--- src/rtl/addsub_pkg.sv ---
// Shared add/subtract definitions: op encodings and the mode-dependent
// operand/carry selection used by the pipelined adder and any ALU reusing it.
package addsub_pkg;

  typedef enum logic [1:0] {
    OP_ADD = 2'b00,
    OP_SUB = 2'b01,
    OP_ADC = 2'b10,
    OP_SBC = 2'b11
  } op_e;

  // Subtracting modes add the one's complement of B.
  function automatic logic invert_b(input op_e op);
    return (op == OP_SUB) || (op == OP_SBC);
  endfunction

  // Carry into bit 0: fixed for ADD/SUB, taken from c_in for ADC/SBC.
  function automatic logic mode_carry(input op_e op, input logic c_in);
    logic c;
    case (op)
      OP_ADD:  c = 1'b0;
      OP_SUB:  c = 1'b1;
      default: c = c_in;
    endcase
    return c;
  endfunction

endpackage

--- src/rtl/pipe_addsub_if.sv ---
// Operand/result handshake bundle for pipe_addsub; the block itself is the
// slave, the producer/consumer pair is the master.
interface pipe_addsub_if
  import addsub_pkg::*;
#(
  parameter int WIDTH = 32
) ();

  logic             in_valid;
  logic             in_ready;
  logic [WIDTH-1:0] a;
  logic [WIDTH-1:0] b;
  op_e              op;
  logic             c_in;
  logic             out_valid;
  logic             out_ready;
  logic [WIDTH-1:0] s;
  logic             c_out;
  logic             v;
  logic             z;
  logic             n;

  modport master (
    output in_valid, a, b, op, c_in, out_ready,
    input  in_ready, out_valid, s, c_out, v, z, n
  );

  modport slave (
    input  in_valid, a, b, op, c_in, out_ready,
    output in_ready, out_valid, s, c_out, v, z, n
  );

endinterface

--- src/rtl/pipe_addsub_add_slice.sv ---
// W-bit ripple-carry adder slice; also exposes the carry into the MSB so the
// last slice can derive signed overflow as c_msb ^ c_out.
module add_slice #(
  parameter int W = 8
) (
  input  logic [W-1:0] a_i,
  input  logic [W-1:0] b_i,
  input  logic         c_i,
  output logic [W-1:0] s_o,
  output logic         c_o,
  output logic         c_msb_o
);

  logic carry;

  // NOTE: every output gets a default before the loop, otherwise a path
  // that skips an assignment would infer a latch.
  always_comb begin
    s_o     = '0;
    c_msb_o = 1'b0;
    carry   = c_i;
    for (int i = 0; i < W; i++) begin
      // NOTE: blocking assignments here on purpose -- carry must ripple
      // bit by bit within the same evaluation.
      s_o[i] = a_i[i] ^ b_i[i] ^ carry;
      if (i == W - 1) c_msb_o = carry;
      carry = (a_i[i] & b_i[i]) | (carry & (a_i[i] ^ b_i[i]));
    end
    c_o = carry;
  end

endmodule

--- src/rtl/pipe_addsub.sv ---
// Pipelined add/subtract: STAGES slices of WIDTH/STAGES bits each, carry
// registered between slices, operands skewed in and partial sums deskewed out.
module pipe_addsub
  import addsub_pkg::*;
#(
  parameter int WIDTH  = 32,
  parameter int STAGES = 4
) (
  input logic          clk,
  input logic          rst_n,
  pipe_addsub_if.slave bus
);

  localparam int SW = WIDTH / STAGES;

  typedef logic [WIDTH-1:0] word_t;

  // Stage registers: operands still to be consumed, partial sum, carry out.
  logic  vld_q [STAGES];
  word_t a_q   [STAGES];
  word_t b_q   [STAGES];
  word_t s_q   [STAGES];
  logic  cry_q [STAGES];
  logic  v_q, z_q, n_q;

  // Per-stage inputs (from the bus for stage 0, else from stage k-1).
  logic  vin   [STAGES];
  word_t ain   [STAGES];
  word_t bin   [STAGES];
  word_t sin   [STAGES];
  logic  cin   [STAGES];

  logic [SW-1:0] slice_s [STAGES];
  word_t         s_d     [STAGES];
  logic          cry_d   [STAGES];
  logic          cmsb    [STAGES];

  word_t b_eff;
  logic  c_mode;
  logic  advance;

  function automatic word_t put_slice(input word_t base, input logic [SW-1:0] sl,
                                      input int idx);
    word_t r;
    r = base;
    r[idx*SW +: SW] = sl;
    return r;
  endfunction

  assign b_eff   = invert_b(bus.op) ? ~bus.b : bus.b;
  assign c_mode  = mode_carry(bus.op, bus.c_in);
  assign advance = bus.out_ready | ~vld_q[STAGES-1];

  for (genvar k = 0; k < STAGES; k++) begin : g_stage
    if (k == 0) begin : g_head
      assign vin[k] = bus.in_valid;
      assign ain[k] = bus.a;
      assign bin[k] = b_eff;
      assign sin[k] = '0;
      assign cin[k] = c_mode;
    end else begin : g_body
      assign vin[k] = vld_q[k-1];
      assign ain[k] = a_q[k-1];
      assign bin[k] = b_q[k-1];
      assign sin[k] = s_q[k-1];
      assign cin[k] = cry_q[k-1];
    end

    add_slice #(.W(SW)) u_slice (
      .a_i     (ain[k][k*SW +: SW]),
      .b_i     (bin[k][k*SW +: SW]),
      .c_i     (cin[k]),
      .s_o     (slice_s[k]),
      .c_o     (cry_d[k]),
      .c_msb_o (cmsb[k])
    );

    assign s_d[k] = put_slice(sin[k], slice_s[k], k);
  end

  // Whole pipe freezes on a stall; bubbles travel with vld=0 and leave the
  // data registers (and therefore the visible result) untouched.
  always_ff @(posedge clk) begin
    if (!rst_n) begin
      // NOTE: only valid bits and the visible result are reset; the inner
      // skew/deskew data is qualified by the valid chain and needs no reset.
      for (int k = 0; k < STAGES; k++) vld_q[k] <= 1'b0;
      s_q[STAGES-1]   <= '0;
      cry_q[STAGES-1] <= 1'b0;
      v_q             <= 1'b0;
      z_q             <= 1'b0;
      n_q             <= 1'b0;
    end else if (advance) begin
      for (int k = 0; k < STAGES; k++) begin
        vld_q[k] <= vin[k];
        if (vin[k]) begin
          a_q[k]   <= ain[k];
          b_q[k]   <= bin[k];
          s_q[k]   <= s_d[k];
          cry_q[k] <= cry_d[k];
        end
      end
      if (vin[STAGES-1]) begin
        v_q <= cry_d[STAGES-1] ^ cmsb[STAGES-1];
        z_q <= (s_d[STAGES-1] == '0);
        n_q <= s_d[STAGES-1][WIDTH-1];
      end
    end
  end

  assign bus.in_ready  = advance;
  assign bus.out_valid = vld_q[STAGES-1];
  assign bus.s         = s_q[STAGES-1];
  assign bus.c_out     = cry_q[STAGES-1];
  assign bus.v         = v_q;
  assign bus.z         = z_q;
  assign bus.n         = n_q;

endmodule

--- src/flat_wrapper.sv ---
// flat-port wrapper written by rule: the top's interface ports become plain ports
module pipe_addsub_flat import addsub_pkg::*;
#(
  parameter int WIDTH  = 32,
  parameter int STAGES = 4
)
  (clk, rst_n, bus_in_valid, bus_a, bus_b, bus_op, bus_c_in, bus_out_ready, bus_in_ready, bus_out_valid, bus_s, bus_c_out, bus_v, bus_z, bus_n);
  pipe_addsub_if #(.WIDTH(WIDTH)) bus_i ();
  input logic clk;
  input logic rst_n;
  input wire logic [$bits(bus_i.in_valid)-1:0] bus_in_valid;
  input wire logic [$bits(bus_i.a)-1:0] bus_a;
  input wire logic [$bits(bus_i.b)-1:0] bus_b;
  input wire logic [$bits(bus_i.op)-1:0] bus_op;
  input wire logic [$bits(bus_i.c_in)-1:0] bus_c_in;
  input wire logic [$bits(bus_i.out_ready)-1:0] bus_out_ready;
  output wire logic [$bits(bus_i.in_ready)-1:0] bus_in_ready;
  output wire logic [$bits(bus_i.out_valid)-1:0] bus_out_valid;
  output wire logic [$bits(bus_i.s)-1:0] bus_s;
  output wire logic [$bits(bus_i.c_out)-1:0] bus_c_out;
  output wire logic [$bits(bus_i.v)-1:0] bus_v;
  output wire logic [$bits(bus_i.z)-1:0] bus_z;
  output wire logic [$bits(bus_i.n)-1:0] bus_n;
  assign bus_i.in_valid = bus_in_valid;
  assign bus_i.a = bus_a;
  assign bus_i.b = bus_b;
  assign bus_i.op = bus_op;
  assign bus_i.c_in = bus_c_in;
  assign bus_i.out_ready = bus_out_ready;
  assign bus_in_ready = bus_i.in_ready;
  assign bus_out_valid = bus_i.out_valid;
  assign bus_s = bus_i.s;
  assign bus_c_out = bus_i.c_out;
  assign bus_v = bus_i.v;
  assign bus_z = bus_i.z;
  assign bus_n = bus_i.n;
  pipe_addsub #(.WIDTH(WIDTH), .STAGES(STAGES)) u_core (.clk(clk), .rst_n(rst_n), .bus(bus_i));
endmodule
--- config.mk ---
export PLATFORM = sky130hd
export DESIGN_NAME = pipe_addsub_flat
export DESIGN_NICKNAME = d
export VERILOG_FILES = /design/src/rtl/addsub_pkg.sv /design/src/rtl/pipe_addsub_if.sv /design/src/rtl/pipe_addsub_add_slice.sv /design/src/rtl/pipe_addsub.sv /design/src/flat_wrapper.sv
export SDC_FILE = /design/constraint.sdc
export NUM_CORES = 1
export LEC_CHECK = 0
export ABC_CLOCK_PERIOD_IN_PS = 5500
export CAP_MARGIN = 20
export CORE_UTILIZATION = 54
export DETAILED_ROUTE_END_ITERATION = 8
export GPL_TIMING_DRIVEN = 0
export PLACE_DENSITY = 0.85
export SLEW_MARGIN = 20
export SYNTH_ARGS = -nofsm -noshare
export SYNTH_HDL_FRONTEND = slang
export SYNTH_SLANG_ARGS = --single-unit
--- constraint.sdc ---
create_clock -name clk -period 5.5 [get_ports clk]
set_input_delay 1.1 -clock clk [delete_from_list [all_inputs] [get_ports clk]]
set_output_delay 1.1 -clock clk [all_outputs]
set_load 0.005 [all_outputs]
==> reports/metrics.cfg <==
[status]
status = complete, no violations

[timing]
finalCritPeriodShare_pct = 89.39
setup_viol = 0
post-route-min-period_ns = 4.916
setup_slack_ns = 0.5837
finalHoldViolCount = 0
max_slew_margin_pct = 50.98
slew_viol_final = 0
fin_tns_setup_ns = 0
rsz0062_at_grt = no
clock_skew_ns = 0.005840
holdWs_ns = 0.4142
fmax_mhz = 203.4
worst_pin_slew_ns = 0.7353

[clocking]
cts_resized = 0
cts-root-buf = clkbuf_16
post_cts_buffers = 0
ctsHtreeMaxLevel = 4
ctsLongestPathBuffers = 2
cts_sinks = 187
cts_buffers = 17
cts_hold_buf = 0
cts_tree = yes
clk_latency_ns = 0.42
clk_pin_slew_ns = 0.06

[placed_design]
place_congestion = 0.7792
numPortBuffers = 106
postPlaceCellArea_um2 = 8496
hpwlAfterDp_mm = 7.650
pre_cts_slack_ns = 0.3345

[global_routing]
use_met3_pct = 5.407
grtUsageTotal_pct = 16.95
grt_use_met1_pct = 19.94
grt_max_degree = 58
globalRouteMet2Util_pct = 28.59
grt_antenna_before_repair = 0
grt_most_used_layer = met2
grt_pass1_vias = 3213
grt_pass1_wl_mm = 16.13
grt.overflow.total = 0

[synthesis]
synth.net_count = 464
yosysSeqAreaShare_pct = 77.88
synthCells = 361
ys_seq_elements = 187
yosys_warnings = 0
syn-cell-area_um2 = 7172
synth_cell_types = 26
avgSynthCellArea_um2 = 19.87

[route]
totalWireLength_mm = 10.30
via_per_inst = 4.740
vias = 3190
final_antenna_net_count = 0
dr.pass1.iters = 4
drc_errors = 0
drt-initial-drc-count = 202
wl_per_cell_um = 15.30

[worst_setup_path]
cpMostUsedCell = fa_1
critPathKind = register to register
critPathMaxFanout = 3
worst_path_largest_cell_delay_ns = 0.57
crit_chain = fa_1 > fa_1 > fa_1 > fa_1 > inv_1 > fa_1 > inv_1 > fa_1 > fa_1 > fa_1 > nor4b_2 > nand4_1 > o31ai_1
critPathArrivalTime_ns = 5.25
start_kind = register
critPathBufInv = 2
crit_path_end_kind = register
critPathSlowestCell = fa_1
crit_required_ns = 5.84
crit_family = adder cells

[pwr]
pwr-share-comb_pct = 7.0
switching_share_pct = 19.75
leakagePower_nw = 3.255
pwr_density_cell_nw_per_um2 = 333.5
power_switching_mw = 0.5963
cell_internal_pwr_mw = 2.423
seq_power_share_pct = 55.1
clkPwrFrac_pct = 37.9
ir_drop_mv = 0.2137

[flow_run]
maxCapViolations = 0

[floorplan]
core_area_um2 = 12770
initial_core_util_pct = 56.15
fp.dieW_um = 117.2
die_area_um2 = 13750
die_h_um = 117.2
rows = 41
io_pins = 109

[final_layout]
drive_gt1_share_pct = 10.98
nets = 591
area_growth_pct = 26.24
fillers = 808
diodes = 0
fin_area_um2 = 9054

[min_path]
holdCritPathClass = register to register

==> cells in the final DEF (no fill, tap or decap), types with 2 or more instances in the layout <==
cell	n
clkinv_1	4
xnor2_1	6
inv_4	2
and3_2	2
edfxtp_1	184
buf_12	2
clkdlybuf4s50_1	106
and2_4	9
nand4_1	2
dfxtp_1	3
xor2_1	27
fa_1	32
inv_6	2
clkbuf_1	2
inv_1	40
clkinvlp_4	3
clkinv_2	2
bufinv_16	2
and3_1	3
nor4_1	7
and2_1	23
clkbuf_16	17
buf_4	3
buf_6	3
a22o_1	2
==> registers in the layout, indices dropped and copies added, names as in the netlist <==
signal        flops
u_core.bus.z      1
u_core.b_q       48
u_core.vld_q      4
u_core.cry_q      4
u_core.bus.n      1
u_core.bus.v      1
u_core.s_q       80
u_core.a_q       48
==> cell usage after synthesis, drive strengths merged <==
master    n  area [um^2]
xor2     27        236.5
and3      6        37.54
nor2b     1        13.76
a21boi    1        11.26
o211ai    1        7.510
nand4     2        12.51
mux2i     1        10.01
nor4      7        43.79
nand3     1        17.52
a22o      2        17.52
xnor2     6        52.55
edfxtp  184         5525
dfxtp     3        60.06
nand2     1        3.750
and2     32        222.7
o31ai     1        7.510
nor4b     1        15.01
clkbuf    1        5.000
nor2      1        3.750
fa       32        640.6
buf       7        61.30
inv      43        166.4
==> path summary, 6_finish.rpt <==
kind	to	start	depth (start not counted)	slack [ns]
setup reg to reg	u_core.bus.z	u_core.cry_q[0][2]	13	0.58
setup / recovery	u_core.bus.z	u_core.cry_q[0][2]	13	0.58
hold / removal	u_core.a_q[1][31]	u_core.a_q[0][31]	0	0.41
hold reg to reg	u_core.a_q[1][31]	u_core.a_q[0][31]	0	0.41
==> stage by stage <==
stage | util, % | instances | power, mW
2_1_floorplan | - | 361 | 1.785
3_3_place_gp | 66.14 | 639 | 1.894
3_5_place_dp | 66.51 | 641 | 1.911
4_1_cts | 70.88 | 673 | 3.045
5_1_grt | 70.88 | 673 | 3.129
6_report | 70.88 | 673 | 3.019
==> layout make-up <==
class / instances / area (um^2) / share of cell area (%)
plain buffers: 8 / 66.31 / 0.7324
inverters: 43 / 166.4 / 1.838
well taps: 172 / 215.2 / 2.377
multi-input cells: 123 / 1361 / 15.04
repair buffers: 108 / 1101 / 12.16
clock inverters: 13 / 125.1 / 1.382
clock buffers: 19 / 432.9 / 4.782
flip-flops and latches: 187 / 5585 / 61.69
==> kinds of logic (layout without fill, tap and decap cells) <==
kind of cell             Yosys count  count (layout)  synth area share [%]
AO/OA/AOI/OAI                      5               5                0.6107
multiplexers                       1               1                0.1396
AND/OR/NAND/NOR                   52              52                 5.164
XOR/XNOR                          33              33                 4.030
flip-flops                       187             187                 77.88
buffers and inverters             51             191                 3.245
adder cells (fa/ha/maj)           32              32                 8.932
==> per-layer routing <==
layer	wire [um]	vias to the layer above
met5	0	-
met4	225	0
met3	480	17
met2	5399	106
met1	4192	1540
li1	-	1527
==> power by group through the flow <==
stage | clock network (mW) | logic (mW) | registers (mW)
floorplan | 0 | 0.0930 | 1.69
global placement | 0 | 0.199 | 1.69
detailed placement | 0 | 0.215 | 1.70
CTS | 1.16 | 0.217 | 1.67
global route | 1.22 | 0.236 | 1.67
finish | 1.14 | 0.212 | 1.66
No activity file was read; power rests on OpenSTA's default activity.
